File: src/rtl/pc_pkg.sv
// pc_pkg: shared constants and next-PC source encoding for the fetch PC unit.
package pc_pkg;

   localparam int INSN_BYTES = 4;
   localparam logic [63:0] DEFAULT_RESET_VECTOR = 64'h4_0000;

   typedef enum logic [2:0] {
      PC_SEQ,
      PC_REL,
      PC_ABS,
      PC_RAS,
      PC_LR,
      PC_HOLD,
      PC_RST
   } pc_src_e;

endpackage

File: src/rtl/return_addr_stack.sv
// return_addr_stack: circular return-address stack with saturating count and registered underflow pulse.
module return_addr_stack #(
   parameter int XLEN      = 64,
   parameter int RAS_DEPTH = 4
) (
   input  logic                       clk,
   input  logic                       rst,
   input  logic                       push_i,
   input  logic                       pop_i,
   input  logic [XLEN-1:0]            data_i,
   output logic [XLEN-1:0]            top_o,
   output logic [$clog2(RAS_DEPTH):0] count_o,
   output logic                       underflow_o
);

   localparam int PW = $clog2(RAS_DEPTH);

   logic [XLEN-1:0] mem_q [RAS_DEPTH];
   logic [PW-1:0]   top_q, top_d, wr_ptr;
   logic [PW:0]     count_q, count_d;
   logic            uf_q, uf_d, empty, replace;

   // Pop+push on a non-empty stack rewrites the top in place; all other pushes advance first.
   always_comb begin
      empty   = count_q == '0;
      replace = push_i & pop_i & !empty;
      wr_ptr  = replace ? top_q : top_q + PW'(1);
      top_d   = replace ? top_q : push_i ? top_q + PW'(1) : (pop_i & !empty) ? top_q - PW'(1) : top_q;
      count_d = replace ? count_q
              : push_i ? ((count_q == (PW+1)'(RAS_DEPTH)) ? count_q : count_q + (PW+1)'(1))
              : (pop_i & !empty) ? count_q - (PW+1)'(1) : count_q;
      uf_d    = pop_i & empty;
   end

   always_ff @(posedge clk) begin
      if (rst) begin
         top_q   <= '0;
         count_q <= '0;
         uf_q    <= 1'b0;
      end else begin
         top_q   <= top_d;
         count_q <= count_d;
         uf_q    <= uf_d;
      end
   end

   always_ff @(posedge clk) begin
      if (push_i) mem_q[wr_ptr] <= data_i;
   end

   assign top_o       = mem_q[top_q];
   assign count_o     = count_q;
   assign underflow_o = uf_q;

endmodule

File: src/rtl/fetch_pc_unit.sv
// fetch_pc_unit: fetch-stage PC register with sequential, relative, absolute and return-predicted redirects.
module fetch_pc_unit
   import pc_pkg::*;
#(
   parameter int              XLEN         = 64,
   parameter int              OFF_W        = 24,
   parameter int              RAS_DEPTH    = 4,
   parameter logic [XLEN-1:0] RESET_VECTOR = XLEN'(DEFAULT_RESET_VECTOR)
) (
   input  logic                       clk,
   input  logic                       rst,
   input  logic                       stall,
   input  logic                       br_taken,
   input  logic                       br_abs,
   input  logic                       br_link,
   input  logic                       br_ret,
   input  logic [OFF_W-1:0]           br_offset,
   input  logic [XLEN-1:0]            lr_value,
   output logic [XLEN-1:0]            pc,
   output logic [XLEN-1:0]            link_addr,
   output logic [$clog2(RAS_DEPTH):0] ras_count,
   output logic                       ras_underflow
);

   logic [XLEN-1:0] pc_q, pc_d, seq, ext, ras_top;
   logic            ras_push, ras_pop;
   pc_src_e         src;

   assign seq      = pc_q + XLEN'(INSN_BYTES);
   assign ext      = {{(XLEN-OFF_W){br_offset[OFF_W-1]}}, br_offset} << 2;
   assign ras_push = !stall & br_taken & br_link;
   assign ras_pop  = !stall & br_taken & br_ret;

   always_comb begin
      src = rst ? PC_RST : stall ? PC_HOLD : !br_taken ? PC_SEQ
          : br_ret ? (|ras_count ? PC_RAS : PC_LR) : br_abs ? PC_ABS : PC_REL;
      case (src)
         PC_RST:  pc_d = RESET_VECTOR;
         PC_HOLD: pc_d = pc_q;
         PC_RAS:  pc_d = ras_top;
         PC_LR:   pc_d = lr_value & ~XLEN'(3);
         PC_ABS:  pc_d = ext;
         PC_REL:  pc_d = pc_q + ext;
         default: pc_d = seq;
      endcase
   end

   always_ff @(posedge clk) begin
      if (rst) pc_q <= RESET_VECTOR;
      else     pc_q <= pc_d;
   end

   return_addr_stack #(
      .XLEN      (XLEN),
      .RAS_DEPTH (RAS_DEPTH)
   ) u_ras (
      .clk         (clk),
      .rst         (rst),
      .push_i      (ras_push),
      .pop_i       (ras_pop),
      .data_i      (seq),
      .top_o       (ras_top),
      .count_o     (ras_count),
      .underflow_o (ras_underflow)
   );

   assign pc        = pc_q;
   assign link_addr = seq;

endmodule

File: config.mk
export PLATFORM = sky130hd
export DESIGN_NAME = fetch_pc_unit
export DESIGN_NICKNAME = d
export VERILOG_FILES = /design/src/rtl/pc_pkg.sv /design/src/rtl/return_addr_stack.sv /design/src/rtl/fetch_pc_unit.sv
export SDC_FILE = /design/constraint.sdc
export NUM_CORES = 1
export LEC_CHECK = 0
export CORE_MARGIN = 3
export CORE_UTILIZATION = 35
export CTS_CLUSTER_SIZE = 28
export DETAILED_ROUTE_END_ITERATION = 10
export MAX_ROUTING_LAYER = met4
export PLACE_DENSITY = 0.61
export SLEW_MARGIN = 20
export SYNTH_ARGS = -nofsm -noshare
export SYNTH_HDL_FRONTEND = slang
export SYNTH_SLANG_ARGS = --single-unit
File: constraint.sdc
create_clock -name clk -period 10.1 [get_ports clk]
set_input_delay 2.02 -clock clk [delete_from_list [all_inputs] [get_ports clk]]
set_output_delay 2.02 -clock clk [all_outputs]
set_load 0.1 [all_outputs]
==> results of run 1 <==
## final cells by class
class	count	area, µm²	share of cell area [%]
flip-flops and latches	328	9134	40.52
multi-input cells	1181	8837	39.21
repair buffers	253	2442	10.84
clock buffers	47	994.7	4.413
well taps	680	850.8	3.775
clock inverters	19	176.4	0.7827
inverters	25	93.84	0.4163
diodes	4	10.01	0.04441
## power groups by stage
stage	sequential, mW	clock [mW]	combinational (mW)
6_report	1.56	1.32	0.883
5_1_grt	1.56	1.39	0.929
4_1_cts	1.56	1.34	0.877
3_5_place_dp	1.58	0	0.872
3_3_place_gp	1.58	0	0.869
2_1_floorplan	1.70	0	0.490
## state kept, by name (all words and copies together), names as in the netlist, named ones only
name,cells
pc,64
u_ras.underflow_o,1
u_ras.top_q,2
u_ras.mem_q,256
u_ras.count_o,3
## placed cells by master, fill, tap and decap left out, drive strengths merged, types with 34 or more instances in the layout
cell type and n:
nor3 40, dfxtp 72, edfxtp 256, nand2 126
a221oi 36, xnor2 81, xor2 34, nand3 48
o21ai 88, nor2 111, a21oi 136, clkdlybuf4s50 220
mux4 64, clkbuf 47, nand4 36, ha 62
## kinds of logic after synthesis
group	synth area share (%)
AO/OA/AOI/OAI	17.72
AND/OR/NAND/NOR	11.95
flip-flops	49.34
buffers and inverters	3.185
XOR/XNOR	5.444
multiplexers	7.952
adder cells (fa/ha/maj)	4.409
## worst register-to-register path: stages, from the launching register on
cell	delay (ps)
sky130_fd_sc_hd__dfxtp_1	510
sky130_fd_sc_hd__ha_1	360
sky130_fd_sc_hd__a21oi_1	160
sky130_fd_sc_hd__o21ai_0	100
sky130_fd_sc_hd__o21ai_0	350
sky130_fd_sc_hd__nand2_1	210
sky130_fd_sc_hd__a21o_1	270
sky130_fd_sc_hd__a21oi_1	470
sky130_fd_sc_hd__o21ai_1	260
sky130_fd_sc_hd__a211oi_1	680
sky130_fd_sc_hd__nor2_1	110
sky130_fd_sc_hd__a211o_1	280
## path summary, 6_finish.rpt
kind | end | depth (start not counted) | start | slack [ps]
setup / recovery | link_addr[60] | 8 | pc[3]$_SDFFE_PP0P_ | 2880
hold / removal | u_ras.mem_q[0][0]$_DFFE_PP_ | 0 | pc[0]$_SDFFE_PP0P_ | 560
hold reg to reg | u_ras.mem_q[0][0]$_DFFE_PP_ | 0 | pc[0]$_SDFFE_PP0P_ | 560
setup reg to reg | pc[63]$_SDFFE_PP0P_ | 11 | pc[5]$_SDFFE_PP0P_ | 6220
## routing by layer
layer	track usage, %	routed length, µm	vias up
met3	4.244	5437	109
met1	33.43	29240	7614
met2	34.12	28910	684
met4	6.987	2008	0
li1	-	-	6778
met5	-	0	-
## stage by stage
stage / power (mW) / hold WS [ps] / cell area, µm² / worst slack [ps] / std cells
after floorplan: 2.187 / 511.4 / 18500 / 324.8 / 1647
after global placement: 2.452 / 542.9 / 21360 / 3528 / 2467
after detailed placement: 2.457 / 550.4 / 21360 / 3489 / 2467
after CTS: 3.771 / 562.3 / 22530 / 2891 / 2533
after global routing: 3.886 / 578.2 / 22540 / 2714 / 2537
final: 3.757 / 559.1 / 22540 / 2880 / 2537
==> results.env, run 1 <==
UTILIZATION_PCT=43.49
FLOORPLAN.CORE_AREA_UM2=51820
MAXSLEWHEADROOM_PCT=21.17
DETAILROUTE.VIA_COUNT=15185
POWER_SWITCHING_SHARE_PCT=32.90
SYN_AVG_CELL_AREA_UM2=11.23
N_FILL_CELL=4796
POWER_FRAC_CLOCK_PCT=35.0
SETUP_VIOL_COUNT_FINAL=0
TRITONCTS='built'
IOPINCOUNT=227
POSTSYNTHREGISTERBITS=328
MAX_CAP_VIOL_COUNT=0
CLOCK_LATENCY_PS=550
HTREEDEPTH=2
DPL.HPWL_UM=46610
SYNTH.TOP_CELLS.BY_AREA='sky130_fd_sc_hd__edfxtp_1 42%, sky130_fd_sc_hd__dfxtp_1 7.8%, sky130_fd_sc_hd__mux4_2 7.8%, sky130_fd_sc_hd__ha_1 4.2%, sky130_fd_sc_hd__xnor2_1 3.8%'
POWER.NET_SWITCHING_mW=1.236
LARGEST_NET_DEGREE_AT_THE_START_OF_GLOBAL_ROUTING=55
WORSTHOLDPATHTYPE='reg2reg'
NUMBER_OF_ANTENNA_VIOLATIONS_AT_THE_FIRST_CHECK_IN_GLOBAL_ROUTING=4
FINAL_ANTENNA_VIOLATING_NET_COUNT=0
TIMING.CRITICAL_PATH.FROM_TYPE='register'
FP.DIEH_UM=235.9
RSZ0062_AT_GRT='no'
SYN-NUM-NETS=1806
FINALNETCOUNT=1985
P_LEAK_nW=7.725
CP_DATA_REQUIRED_TIME_PS=8080
POST_SYNTHESIS_CELL_TYPE_COUNT=88
INITIAL_CORE_UTIL_PCT=35.71
CTS_MAX_PATH_BUFFERS=3
YOSYS.AREA.TOP_TYPE_SHARE_PCT=41.55
SYNTH_ASYNC_SR_FLOP_SHARE_PCT=0
CTS_INSERTED_BUFFERS=37
PLACE_CONGESTION=0.9399
SYNTHESIS.AREA_UM2=18500
CTS_RESIZED=0
FINAL_LAYOUT_SIZE_SUFFIX_GT1_SHARE_PCT=10.47
TIGHTESTPINTRANSITION_PS=1179
PORT_BUFFERS=224
POSTCTSSETUPBUFFERS=0
CTS.REPORTEDPATHS.CLKPINSLEW_PS=60
GLOBAL_ROUTE_USAGE_OVER_ALL_LAYERS_PCT=23.45
SKEW_PS=22.24
OVERFLOW_AFTER_GRT=0
CRITICAL_PATH.SLOWEST_CELL='sky130_fd_sc_hd__clkdlybuf4s50_1'
NETLIST.TOP_CELL.BY_AREA='sky130_fd_sc_hd__edfxtp_1'
CTS.ROOT.BUFFER_CELL='sky130_fd_sc_hd__clkbuf_16'
ROUTE.DETAILED.VIAS_PER_INST=5.985
FLOORPLAN.DIE.WIDTH_UM=235.9
PLACEMENTROWS=83
CELL_BY_CELL_LISTING_OF_THE_CRITICAL_PATH='ha_1 -> nand3_1 -> nor3_1 -> and2_1 -> and3_1 -> nand2_1 -> xnor2_1 -> clkdlybuf4s50_1'
MAXSLEWVIOLCOUNT=0
MAX_RAIL_DROP_VDD_uV=86.05
CRIT_PATH_END_KIND='output pin'
DRT-WIRELENGTH-PER-CELL_UM=25.85
DESIGN.DIE.AREA_UM2=55660
INTERNAL-POWER_mW=2.521
DETAILED_ROUTER_ITERATION_COUNT_BEFORE_ANTENNA_REPAIR=5
POST_ROUTE_DRC_VIOLATION_COUNT=0
SYNTH-EDFF-COUNT=256
YOSYSSEQAREASHARE_PCT=49.34
COUNT_OF_HOLD_FIX_BUFFERS_INSERTED_AT_CTS=0
SYNTH_MOST_COMMON_CELL='sky130_fd_sc_hd__edfxtp_1'
YS_TOP_CELLS_BY_COUNT='256 x sky130_fd_sc_hd__edfxtp_1, 136 x sky130_fd_sc_hd__a21oi_1, 125 x sky130_fd_sc_hd__nand2_1, 111 x sky130_fd_sc_hd__nor2_1, 83 x sky130_fd_sc_hd__clkbuf_1'
CRITPATHKIND='reg2out'
PATH_DELAY_FAMILY='simple AND/OR/NAND/NOR gates'
CPPEAKSTAGEDELAY_PS=1280
LAYOUT_WORST_PATH_CYCLE_SHARE_PCT=71.49
CP_MAX_FO=8
FIRST_GLOBAL_VIAS=14632
SYNTH-MAIN-FF-CELL='sky130_fd_sc_hd__edfxtp_1'
CRITPATHBUFINV=1
POWER.SHARE.SEQUENTIAL_PCT=41.5
DETAIL_ROUTE.ITER0.VIOLATIONS=1687
SYN_INST=1647
SYN2LAYOUT_AREA_GROWTH_PCT=21.81
TIMING.SETUP.TNS_PS=0
YS_WARN_COUNT=0
STATUS='finished, final reports clean'
FIN_CRIT_PS=7220
PWR-SHARE-COMB_PCT=23.5
CRITPATHARRIVALTIME_PS=5200
CLOCK-SINKS=328
MAX_FREQ_GHz=0.1385
HOLD_VIOL_FINAL=0
POWER_DENSITY_nW_PER_UM2=166.7
GRT_PASS1_WL_UM=96520
DETAIL_ROUTE.WIRELENGTH_UM=65590
(Power assumes the default switching activity.)
==> run 2: changes to the inputs <==
Clock period 10.1 ns to 5.8 ns, I/O delays scaled along.
==> results.env, run 2 (synthesized netlist as in run 1, its figures left out) <==
WORST_HOLD_STARTPOINT='pc[1]$_SDFFE_PP0P_'
PLACEMENTROWS=83  # unchanged
HTREEDEPTH=2  # unchanged
LARGEST_REG_FLOPS=256  # unchanged
HOLD_PATH_END='u_ras.mem_q[1][1]$_DFFE_PP_'
MAXSLEWHEADROOM_PCT=23.56  # +2.4 points
INITIAL_CORE_UTIL_PCT=35.71  # unchanged
ROUTE.DETAILED.VIAS_PER_INST=5.995  # +0.15%
LAYOUT_WORST_PATH_CYCLE_SHARE_PCT=93.99
TIMING.CRITICAL_PATH.FROM_TYPE='register'
PORT_BUFFERS=224  # unchanged
NUMBER_OF_STAGES_ON_THE_WORST_HOLD_PATH=0  # unchanged
DPL.HPWL_UM=47670  # +2.3%
SYN2LAYOUT_AREA_GROWTH_PCT=22.21
DETAIL_ROUTE.WIRELENGTH_UM=65890  # +0.45%
COUNT_OF_HOLD_FIX_BUFFERS_INSERTED_AT_CTS=0  # unchanged
SKEW_PS=21.70  # -0.5307 ps
CP_MAX_FO=6  # -2
DETAIL_ROUTE.ITER0.VIOLATIONS=1749  # +3.7%
GLOBAL_ROUTE_USAGE_OVER_ALL_LAYERS_PCT=23.66  # +0.21 points
LAYOUT_COMMONEST_CELL='sky130_fd_sc_hd__edfxtp_1'
TIMING.HOLD.WS_PS=555.5  # -3.624 ps
POSTCTSSETUPBUFFERS=0  # unchanged
FLOORPLAN.CORE_AREA_UM2=51820  # unchanged
CTS_RESIZED=0  # unchanged
POST_DP_CELL_AREA_UM2=21370  # about the same
PLACE_CONGESTION=0.9378  # -0.22%
CRITPATHARRIVALTIME_PS=4290  # -910 ps
LARGEST_NET_DEGREE_AT_THE_START_OF_GLOBAL_ROUTING=58  # +5.5%
DESIGN.DIE.AREA_UM2=55660  # unchanged
SETUP_VIOL_COUNT_FINAL=0  # unchanged
LARGEST-REGISTER='u_ras.mem_q'
TOP_LAYER_USED='met4'
CP_DATA_REQUIRED_TIME_PS=4640  # -3440 ps
STATUS='finished, final reports clean'
DETAILROUTE.VIA_COUNT=15268  # +0.55%
CLOCK_LATENCY_PS=560  # about the same
TRITONCTS='built'
DESIGN_AREA_UM2=22610  # +0.32%
FIN_CRIT_PS=5451
TIMING.REG2REG.SETUP_SLACK_PS=1960  # -4260 ps
SLACK_OF_THE_CRITICAL_PATH_PS=348.8  # -2531 ps
FLOORPLAN.DIE.WIDTH_UM=235.9  # unchanged
WORSTHOLDPATHTYPE='reg2reg'
GRT_PASS1_WL_UM=96980  # +0.47%
MAX_CAP_VIOL_COUNT=0  # unchanged
DETAILED_ROUTER_ITERATION_COUNT_BEFORE_ANTENNA_REPAIR=6  # +1
REG2REG_TO='pc[61]$_SDFFE_PP0P_'
P_LEAK_nW=7.898  # +2.2%
MAX_FREQ_GHz=0.1834
WL_MET1_UM=28430  # -2.8%
HOLD_VIOL_FINAL=0  # unchanged
CLOCK-SINKS=328  # unchanged
FINAL_ANTENNA_VIOLATING_NET_COUNT=0  # unchanged
RSZ0062_AT_GRT='no'
MOSTFREQUENTLAYOUTCELLS='256 x sky130_fd_sc_hd__edfxtp_1, 171 x sky130_fd_sc_hd__clkdlybuf4s50_1, 135 x sky130_fd_sc_hd__a21oi_1'
CRITPATHKIND='reg2out'
UTILIZATION_PCT=43.63  # +0.14 points
POST_ROUTE_DRC_VIOLATION_COUNT=0  # unchanged
POWER_DENSITY_nW_PER_UM2=295.2  # +77%
NUMBER_OF_ANTENNA_VIOLATIONS_AT_THE_FIRST_CHECK_IN_GLOBAL_ROUTING=2  # -2
R2R.WORST_PATH.CELLS=12  # +1
DETAILEDPLACE.WORSTSLACK_PS=817.3  # -2671 ps
WL_MET2_UM=29360  # +1.6%
FP.DIEH_UM=235.9  # unchanged
CTS_MAX_PATH_BUFFERS=3  # unchanged
CTS.REPORTEDPATHS.CLKPINSLEW_PS=60  # about the same
FINALNETCOUNT=1995  # +0.50%
CTS_INSERTED_BUFFERS=38  # +2.7%
DRT-WIRELENGTH-PER-CELL_UM=25.87  # about the same
TIGHTESTPINTRANSITION_PS=1143  # -35.74 ps
FINAL_LAYOUT_SIZE_SUFFIX_GT1_SHARE_PCT=13.73  # +3.3 points
CTS.ROOT.BUFFER_CELL='sky130_fd_sc_hd__clkbuf_16'
FIRST_GLOBAL_VIAS=14609  # -0.16%
CRIT_PATH_END_KIND='output pin'
WORSTREG2REGSTART='pc[12]$_SDFFE_PP0P_'
MAX_RAIL_DROP_VDD_uV=176.8  # +110%
MAXSLEWVIOLCOUNT=0  # unchanged
IOPINCOUNT=227  # unchanged
OVERFLOW_AFTER_GRT=0  # unchanged
TOTAL_POWER_mW=6.674  # +78%
DR_WL_MET3_UM=5983  # +10%
## run 2: critical path: stages (launching register included)
cell and delay [ps]:
sky130_fd_sc_hd__dfxtp_1 310, sky130_fd_sc_hd__buf_4 170, sky130_fd_sc_hd__and4_1 380, sky130_fd_sc_hd__nand4_1 300, sky130_fd_sc_hd__nor3_1 650, sky130_fd_sc_hd__and2_1 380
sky130_fd_sc_hd__and3_1 380, sky130_fd_sc_hd__nand2_1 150, sky130_fd_sc_hd__xnor2_1 570, sky130_fd_sc_hd__buf_4 430
## run 2: per-layer routing
metal  vias to the layer above  track usage [%]
met5                         -                -
met4                         0            8.038
met3                       107            4.104
met2                       738            34.42
met1                      7612            33.42
li1                       6811                -
## run 2: worst max-delay path by stage
stage	endpoint	slack [ps]	start
6_report	link_addr[60]	350	pc[18]$_SDFFE_PP1P_
5_1_grt	link_addr[60]	180	pc[19]$_SDFFE_PP0P_
4_1_cts	link_addr[60]	420	pc[19]$_SDFFE_PP0P_
3_5_place_dp	pc[61]$_SDFFE_PP0P_	820	br_offset[10]
3_3_place_gp	pc[61]$_SDFFE_PP0P_	850	br_offset[10]
2_1_floorplan	u_ras.mem_q[3][0]$_DFFE_PP_	-410	br_taken
## run 2: area by class of cell
| type | count | area (µm²) |
|---|---|---|
| Clock inverter | 18 | 205.2 |
| Tap cell | 680 | 850.8 |
| Sequential cell | 328 | 9134 |
| Inverter | 25 | 93.84 |
| Timing Repair Buffer | 262 | 2422 |
| Multi-Input combinational cell | 1181 | 8860 |
| Antenna cell | 2 | 5.005 |
| Fill cell | 4718 | 29210 |
| Clock buffer | 51 | 1041 |
## run 2: power by group
group          internal, mW  switching [mW]
Sequential             2.61          0.0987
Combinational         0.459            1.08
Clock                  1.45           0.980
Total                  4.52            2.16
## run 2: stage by stage
stage / cells / setup TNS [ps]
2_1_floorplan: 1647 / -52990
3_3_place_gp: 2476 / 0
3_5_place_dp: 2476 / 0
4_1_cts: 2545 / 0
5_1_grt: 2547 / 0
6_report: 2547 / 0
==> run 3: changes to the inputs <==
Settings changed: SKIP_LAST_GASP from default to 1.
==> results of run 3 <==
The final DEF is identical to that of run 2; final timing and power are the same.
